File: src/rtl/topk_stream_merger.sv
// rtl/topk_stream_merger.sv - streaming top-K (smallest distance) merger: beat register, per-beat sort, running merge
module topk_stream_merger #(
    parameter int DATA_WIDTH = 11,
    parameter int IDX_WIDTH  = 9,
    parameter int NUM_IN     = 8,
    parameter int K          = 4
) (
    input  logic                           clk,
    input  logic                           rst,
    input  logic                           valid_in,
    input  logic                           last_in,
    input  logic [NUM_IN-1:0]              lane_valid_in,
    input  logic [NUM_IN*DATA_WIDTH-1:0]   data_in,
    input  logic [NUM_IN*IDX_WIDTH-1:0]    indices_in,
    output logic                           valid_out,
    output logic [K*DATA_WIDTH-1:0]        data_out,
    output logic [K*IDX_WIDTH-1:0]         indices_out,
    output logic [$clog2(K+1)-1:0]         count_out
);

    localparam int CW = $clog2(K+1);
    localparam int M  = 2 * K;

    // Stage 1: registered beat
    logic                  s1_valid, s1_last;
    logic [NUM_IN-1:0]     s1_lane;
    logic [DATA_WIDTH-1:0] s1_data [NUM_IN];
    logic [IDX_WIDTH-1:0]  s1_idx  [NUM_IN];

    // Stage 2: K best of the beat, sorted
    logic                  s2_valid, s2_last;
    logic [DATA_WIDTH-1:0] s2_data [K];
    logic [IDX_WIDTH-1:0]  s2_idx  [K];
    logic                  s2_full [K];

    // Stage 3: running accumulator
    logic [DATA_WIDTH-1:0] acc_data [K];
    logic [IDX_WIDTH-1:0]  acc_idx  [K];
    logic                  acc_full [K];

    int                    s1_rank [NUM_IN];
    logic [DATA_WIDTH-1:0] b_data  [K];
    logic [IDX_WIDTH-1:0]  b_idx   [K];
    logic                  b_full  [K];

    int                    m_rank  [M];
    logic                  m_empty [M];
    logic [DATA_WIDTH-1:0] m_data  [M];
    logic [IDX_WIDTH-1:0]  m_idx   [M];
    logic [DATA_WIDTH-1:0] mg_data [K];
    logic [IDX_WIDTH-1:0]  mg_idx  [K];
    logic                  mg_full [K];
    logic [CW-1:0]         mg_count;

    // True when entry a orders strictly before entry b; empties sort last,
    // position breaks ties so every rank in a list is unique.
    function automatic logic before_key(input logic ea, input logic [DATA_WIDTH-1:0] da, input int pa,
                                        input logic eb, input logic [DATA_WIDTH-1:0] db, input int pb);
        if (ea != eb) return eb;
        if (da != db) return da < db;
        return pa < pb;
    endfunction

    always_ff @(posedge clk) begin
        if (rst) begin
            s1_valid <= 1'b0;
            s1_last  <= 1'b0;
        end else begin
            s1_valid <= valid_in;
            s1_last  <= valid_in & last_in;
            if (valid_in) begin
                s1_lane <= lane_valid_in;
                for (int i = 0; i < NUM_IN; i++) begin
                    s1_data[i] <= data_in[i*DATA_WIDTH +: DATA_WIDTH];
                    s1_idx[i]  <= indices_in[i*IDX_WIDTH +: IDX_WIDTH];
                end
            end
        end
    end

    always_comb begin
        for (int i = 0; i < NUM_IN; i++) begin
            s1_rank[i] = 0;
            for (int j = 0; j < NUM_IN; j++) begin
                if (j != i && before_key(!s1_lane[j], s1_data[j], j, !s1_lane[i], s1_data[i], i))
                    s1_rank[i] = s1_rank[i] + 1;
            end
        end
        for (int s = 0; s < K; s++) begin
            b_data[s] = '1;
            b_idx[s]  = '1;
            b_full[s] = 1'b0;
            for (int i = 0; i < NUM_IN; i++) begin
                if (s1_rank[i] == s && s1_lane[i]) begin
                    b_data[s] = s1_data[i];
                    b_idx[s]  = s1_idx[i];
                    b_full[s] = 1'b1;
                end
            end
        end
    end

    always_ff @(posedge clk) begin
        if (rst) begin
            s2_valid <= 1'b0;
            s2_last  <= 1'b0;
        end else begin
            s2_valid <= s1_valid;
            s2_last  <= s1_last;
            if (s1_valid) begin
                s2_data <= b_data;
                s2_idx  <= b_idx;
                s2_full <= b_full;
            end
        end
    end

    // Accumulator occupies the low positions so it wins distance ties
    // against entries from the newer beat.
    always_comb begin
        for (int p = 0; p < K; p++) begin
            m_empty[p]   = !acc_full[p];
            m_data[p]    = acc_data[p];
            m_idx[p]     = acc_idx[p];
            m_empty[p+K] = !s2_full[p];
            m_data[p+K]  = s2_data[p];
            m_idx[p+K]   = s2_idx[p];
        end
        for (int a = 0; a < M; a++) begin
            m_rank[a] = 0;
            for (int b = 0; b < M; b++) begin
                if (b != a && before_key(m_empty[b], m_data[b], b, m_empty[a], m_data[a], a))
                    m_rank[a] = m_rank[a] + 1;
            end
        end
        mg_count = '0;
        for (int s = 0; s < K; s++) begin
            mg_data[s] = '1;
            mg_idx[s]  = '1;
            mg_full[s] = 1'b0;
            for (int a = 0; a < M; a++) begin
                if (m_rank[a] == s && !m_empty[a]) begin
                    mg_data[s] = m_data[a];
                    mg_idx[s]  = m_idx[a];
                    mg_full[s] = 1'b1;
                end
            end
            if (mg_full[s])
                mg_count = mg_count + CW'(1);
        end
    end

    always_ff @(posedge clk) begin
        if (rst) begin
            valid_out   <= 1'b0;
            data_out    <= '1;
            indices_out <= '1;
            count_out   <= '0;
            for (int s = 0; s < K; s++) begin
                acc_data[s] <= '1;
                acc_idx[s]  <= '1;
                acc_full[s] <= 1'b0;
            end
        end else begin
            valid_out <= s2_valid & s2_last;
            if (s2_valid) begin
                if (s2_last) begin
                    for (int s = 0; s < K; s++) begin
                        data_out[s*DATA_WIDTH +: DATA_WIDTH] <= mg_data[s];
                        indices_out[s*IDX_WIDTH +: IDX_WIDTH] <= mg_idx[s];
                        acc_data[s] <= '1;
                        acc_idx[s]  <= '1;
                        acc_full[s] <= 1'b0;
                    end
                    count_out <= mg_count;
                end else begin
                    acc_data <= mg_data;
                    acc_idx  <= mg_idx;
                    acc_full <= mg_full;
                end
            end
        end
    end

endmodule
File: config.mk
export PLATFORM = sky130hd
export DESIGN_NAME = topk_stream_merger
export DESIGN_NICKNAME = d
export VERILOG_FILES = /design/src/rtl/topk_stream_merger.sv
export SDC_FILE = /design/constraint.sdc
export NUM_CORES = 2
export LEC_CHECK = 0
export ABC_AREA = 1
export BUFFER_PORTS_ARGS = -buffer_cell sky130_fd_sc_hd__buf_2
export CORE_MARGIN = 3
export CORE_UTILIZATION = 55
export DETAILED_ROUTE_END_ITERATION = 10
export PLACE_DENSITY = 0.75
export SYNTH_ARGS = -nofsm -noshare
export SYNTH_HDL_FRONTEND = slang
export SYNTH_SLANG_ARGS = --single-unit
File: constraint.sdc
create_clock -name clk -period 14.65 [get_ports clk]
set_clock_uncertainty 0.2 [all_clocks]
set_input_delay 2.93 -clock clk [delete_from_list [all_inputs] [get_ports clk]]
set_output_delay 2.93 -clock clk [all_outputs]
set_load 0.005 [all_outputs]
* Word-level counts from Yosys, hierarchy flattened *
Memories as Yosys holds them, arrays and structs flattened.
Cells that the tools add are included.

storage, ports and cells
  bits in registers = 264
  memory bits (writable) = 160
  memories kept = 2
  logic and storage cells = 1,694

operators by class
  reductions and logical operators = 103
  $add $sub $neg = 99
  magnitude comparators = 112
  mux-type cells = 1,070
  bitwise operators = 3
  equal/unequal tests = 272

memory list
  memory   words  bits a word  read ports  clocked after Yosys merged registers in  write ports  line  RTL
  s1_data  8      11           8           0                                        8            27    logic [DATA_WIDTH-1:0] s1_data [NUM_IN];
  s1_idx   8      9            8           0                                        8            28    logic [IDX_WIDTH-1:0] s1_idx [NUM_IN];

operators by type and width
  cell                                                                    count
  32-bit by 2-bit adder with 32-bit output, second input constant         96
  32-bit two-way mux                                                      96
  11-bit less-than comparator                                             112
  11-bit inequality test                                                  112
  32-bit by 3-bit equality test with 1-bit output, second input constant  32
  1-bit two-way mux                                                       840
  11-bit two-way mux                                                      64
  9-bit two-way mux                                                       64
  32-bit by 2-bit equality test with 1-bit output, second input constant  16
  32-bit zero test                                                        16
  1-bit inequality test                                                   112
  1-bit logical AND                                                       64
  44-bit two-way mux                                                      1
  36-bit two-way mux                                                      1
  7-bit OR reduction                                                      4
  1-bit zero test                                                         16
  3-bit by 1-bit adder with 3-bit output, second input constant           3
  3-bit two-way mux                                                       3
  2-bit AND reduction                                                     3
  4-bit two-way mux                                                       1
  1-bit bitwise AND                                                       2
  1-bit inverter                                                          1

* Logic depth before layout (Yosys ltp) *
  word-level depth = 36
  depth in mapped cells = 54

* Least setup slack after synthesis *
Ideal clock, no wire load.

  path kind = input port to flip-flop
  start = input port rst
  end = memory s1_data[0][0] (enable)
  library setup time = 0.704 ns
  stages = 3
  arrival = 10.314 ns
  path slack = 3.432 ns
  path buffers = 2
  path through = clkbuf_1 -> clkbuf_1 -> nor2_1

RTL lines
  element          line  RTL
  start, declared  9     input logic rst,
  end, declared    27

==> flow_summary.ini <==
[outcome]
outcome = completed

[timing]
setup_viol = 0
fmax_mhz = 109
rsz0062_at_grt = false
final.setup.tns_ns = 0
period_share = 0.627
timing_hold_violations_final = 0
slew_violations = 0
maxSlewHeadroom = 0.0885
fin_crit_ns = 9.19
whs_ns = 0.208
worstMarginPinSlew_ns = 1.36

[logic_synthesis]
synth_edf_count = 252
synth.distinct_cells = 65
synthCells = 8055
syn_avg_cell_area_um2 = 6.30
syn_nets = 8941
ys_seq_elements = 424
syn_area_um2 = 50700
ys_seq_area_frac = 0.217
async_flop_share = 0
yosysWarnings = 0
yosys_most_used_dff = edfxtp_1

[floorplan]
die_y_um = 310
start_util = 0.559
die_w_um = 310
die-area_um2 = 95900
io_pins = 256
rows = 110
core-area_um2 = 90700

[grt]
globalRouteMet1Util = 0.557
grt_usage = 0.463
grt_pass1_vias = 52100
antenna_found_initial = 8
use_met3 = 0.129
use_met2 = 0.696
overflow = 0
grt_busiest_layer = met2
grt_max_degree = 83
grt_pass1_wl_mm = 331

[clock_tree]
cts_tree = built
htreeDepth = 2
clock_sinks = 424
clkTransAtPathRegs_ns = 0.06
cts_setup_buffers = 0
holdBufCountCts = 0
clock_latency_ns = 0.70
tritoncts.num_buffers = 48
clockBufferDepth = 3
cts_root_buf = clkbuf_16
cts_resized = 0

[placement]
gp_congestion = 1.10
port_buffers = 255
hpwl_mm = 171

[cells_and_area]
final_layout_size_suffix_gt1_frac = 0.0857
regArea_um2 = 11000
multiInputGateArea_um2 = 34600
finalNetCount = 9042
fill_cells = 8914
syn2layout_area_growth_pct = 7.50

[critical_path]
cpMostUsedCell = nand2_1
timing.critical_path.from = s1_data[0][12]$_DFFE_PP_
crit_family = simple AND/OR/NAND/NOR gates
critPathArrivalTime_ns = 9.45
max_stage_delay_ns = 1.12
crit_fanout = 26
cp_data_required_time_ns = 14.91
r2r_slack_ns = 5.46
crit_path_end_kind = flop
worst-path-buf-inv = 5
worst-setup-path-type = reg2reg
slowest_stage = o31ai_1
r2r_start = s1_data[0][12]$_DFFE_PP_
cp-start-kind = flop

[pwr]
power_density_nw_per_um2 = 262
sw_frac_of_total = 0.615
p_leak_uw = 0.0277
p_int_uw = 5500
ir_drop_uv = 557
p_clk_frac = 0.099
p_seq_frac = 0.121
combinationalPowerShare = 0.780
netSwitchingPower_uw = 8780

[route]
ant_nets = 0
wl_per_cell_um = 24.5
drt_iter0_markers = 7894
firstDrtPassIters = 10
post-route-drc-count = 0
vias = 58300
totalWireLength_mm = 230
viasPerCell = 6.22

[hold_path]
min_from = s1_last$_SDFF_PP0_
hp-class = reg2reg

[job]
maxCapViolCount = 0
[worst register-to-register path: cells and delay by family, from the launching register on]
kind | cells | cell delay, ns
adders and majority gates | 6 | 1.82
DFF | 1 | 0.71
buffers and inverters | 5 | 0.57
and+or+nand+nor | 16 | 3.43
AOI/OAI and AO/OA | 4 | 2.24
[cell usage in the layout (no fill, tap or decap), types with 10 or more instances in the layout]
cell	Yosys	final
xnor2_1	10	10
o21a_1	22	22
o2111ai_1	21	21
nand3b_1	27	27
nor2_4	16	18
o21ai_0	324	324
nand2_4	11	11
o21ai_2	12	12
inv_2	79	80
buf_2	176	254
nor2_1	518	514
nor4_1	19	19
o211ai_1	29	29
inv_1	888	887
nor2_2	20	22
nand2_2	51	54
edfxtp_1	252	252
dfxtp_1	172	171
o21ai_1	113	113
a21oi_1	748	748
clkbuf_16	0	48
nand3_2	20	20
nand2_1	2658	2655
or2_2	31	31
ha_1	714	714
a211oi_1	18	18
nand4_1	102	102
bufinv_16	0	12
nand3_1	765	765
buf_4	22	94
a21o_1	13	13
[routing by layer]
metal / wire (um) / vias up
met1: 82700 / 26200
met3: 28800 / 1158
met4: 22500 / 14
li1: - / 26800
met5: 222 / -
met2: 95400 / 4224
[power groups by stage]
stage	registers (uW)	clock network (uW)	logic, uW
6_report	1720	1420	11100
5_1_grt	1720	1460	12200
3_3_place_gp	1720	0	10400
4_1_cts	1700	1420	10600
3_5_place_dp	1720	0	10600
2_1_floorplan	1610	0	7970
[worst paths after layout]
kind	to	cells past startpoint
min	s2_last$_SDFF_PP0_	2
max	m_idx[28]$_DFFE_PP_	31
max reg2reg	m_idx[28]$_DFFE_PP_	31
min reg2reg	s2_last$_SDFF_PP0_	2
[synth_stat cells (76+ instances only)]
cell         n  area [um2]
ha_1       714        8930
edfxtp_1   252        7570
o21ai_1    113         566
buf_2      176         881
inv_1      888        3330
dfxtp_1    172        3440
o21ai_0    324        1620
inv_2       79         297
a21oi_1    748        3740
nor2_1     518        1940
clkbuf_1    76         285
nand3_1    765        3830
nand4_1    102         638
nand2_1   2658        9980
[final cells by class]
type | count | share of cell area
multi-input cells | 6361 | 0.634
inverters | 973 | 0.0671
diodes | 7 | 0.000321
flip-flops and latches | 424 | 0.202
repair buffers | 348 | 0.0362
well taps | 1176 | 0.0270
clock buffers | 55 | 0.0232
clock inverters | 34 | 0.0101
[cell families (layout without fill, tap and decap cells)]
group	after synthesis	after routing	share of synthesized area
simple gates	4280	4280	0.358
compound gates	1346	1346	0.142
buf+inv	1270	1410	0.102
fa+ha+maj	714	714	0.176
flops	424	424	0.217
xor+xnor	21	21	0.00459
other cells	0	7	0
[per-stage QoR]
| stage | util | instance area [um2] | setup slack, ns | total power, uW | cells |
|---|---|---|---|---|---|
| detailed placement | 0.581 | 52700 | 5.93 | 12300 | 9282 |
| CTS | 0.601 | 54500 | 5.91 | 13700 | 9371 |
| global route | 0.601 | 54500 | 5.14 | 15400 | 9372 |
| finish | 0.601 | 54500 | 5.46 | 14300 | 9378 |
| floorplan | - | 50700 | 3.43 | 9580 | 8055 |
| global placement | 0.581 | 52700 | 5.98 | 12100 | 9282 |
[flip-flops by register name, indices dropped and copies added (netlist names), 8 cells and up]
register / flops
s1_lane: 8
acc_data: 44
m_idx: 36
s1_idx: 72
data_out: 44
acc_idx: 36
m_data: 44
indices_out: 36
s1_data: 88
No activity file was read; power rests on OpenSTA's default activity.
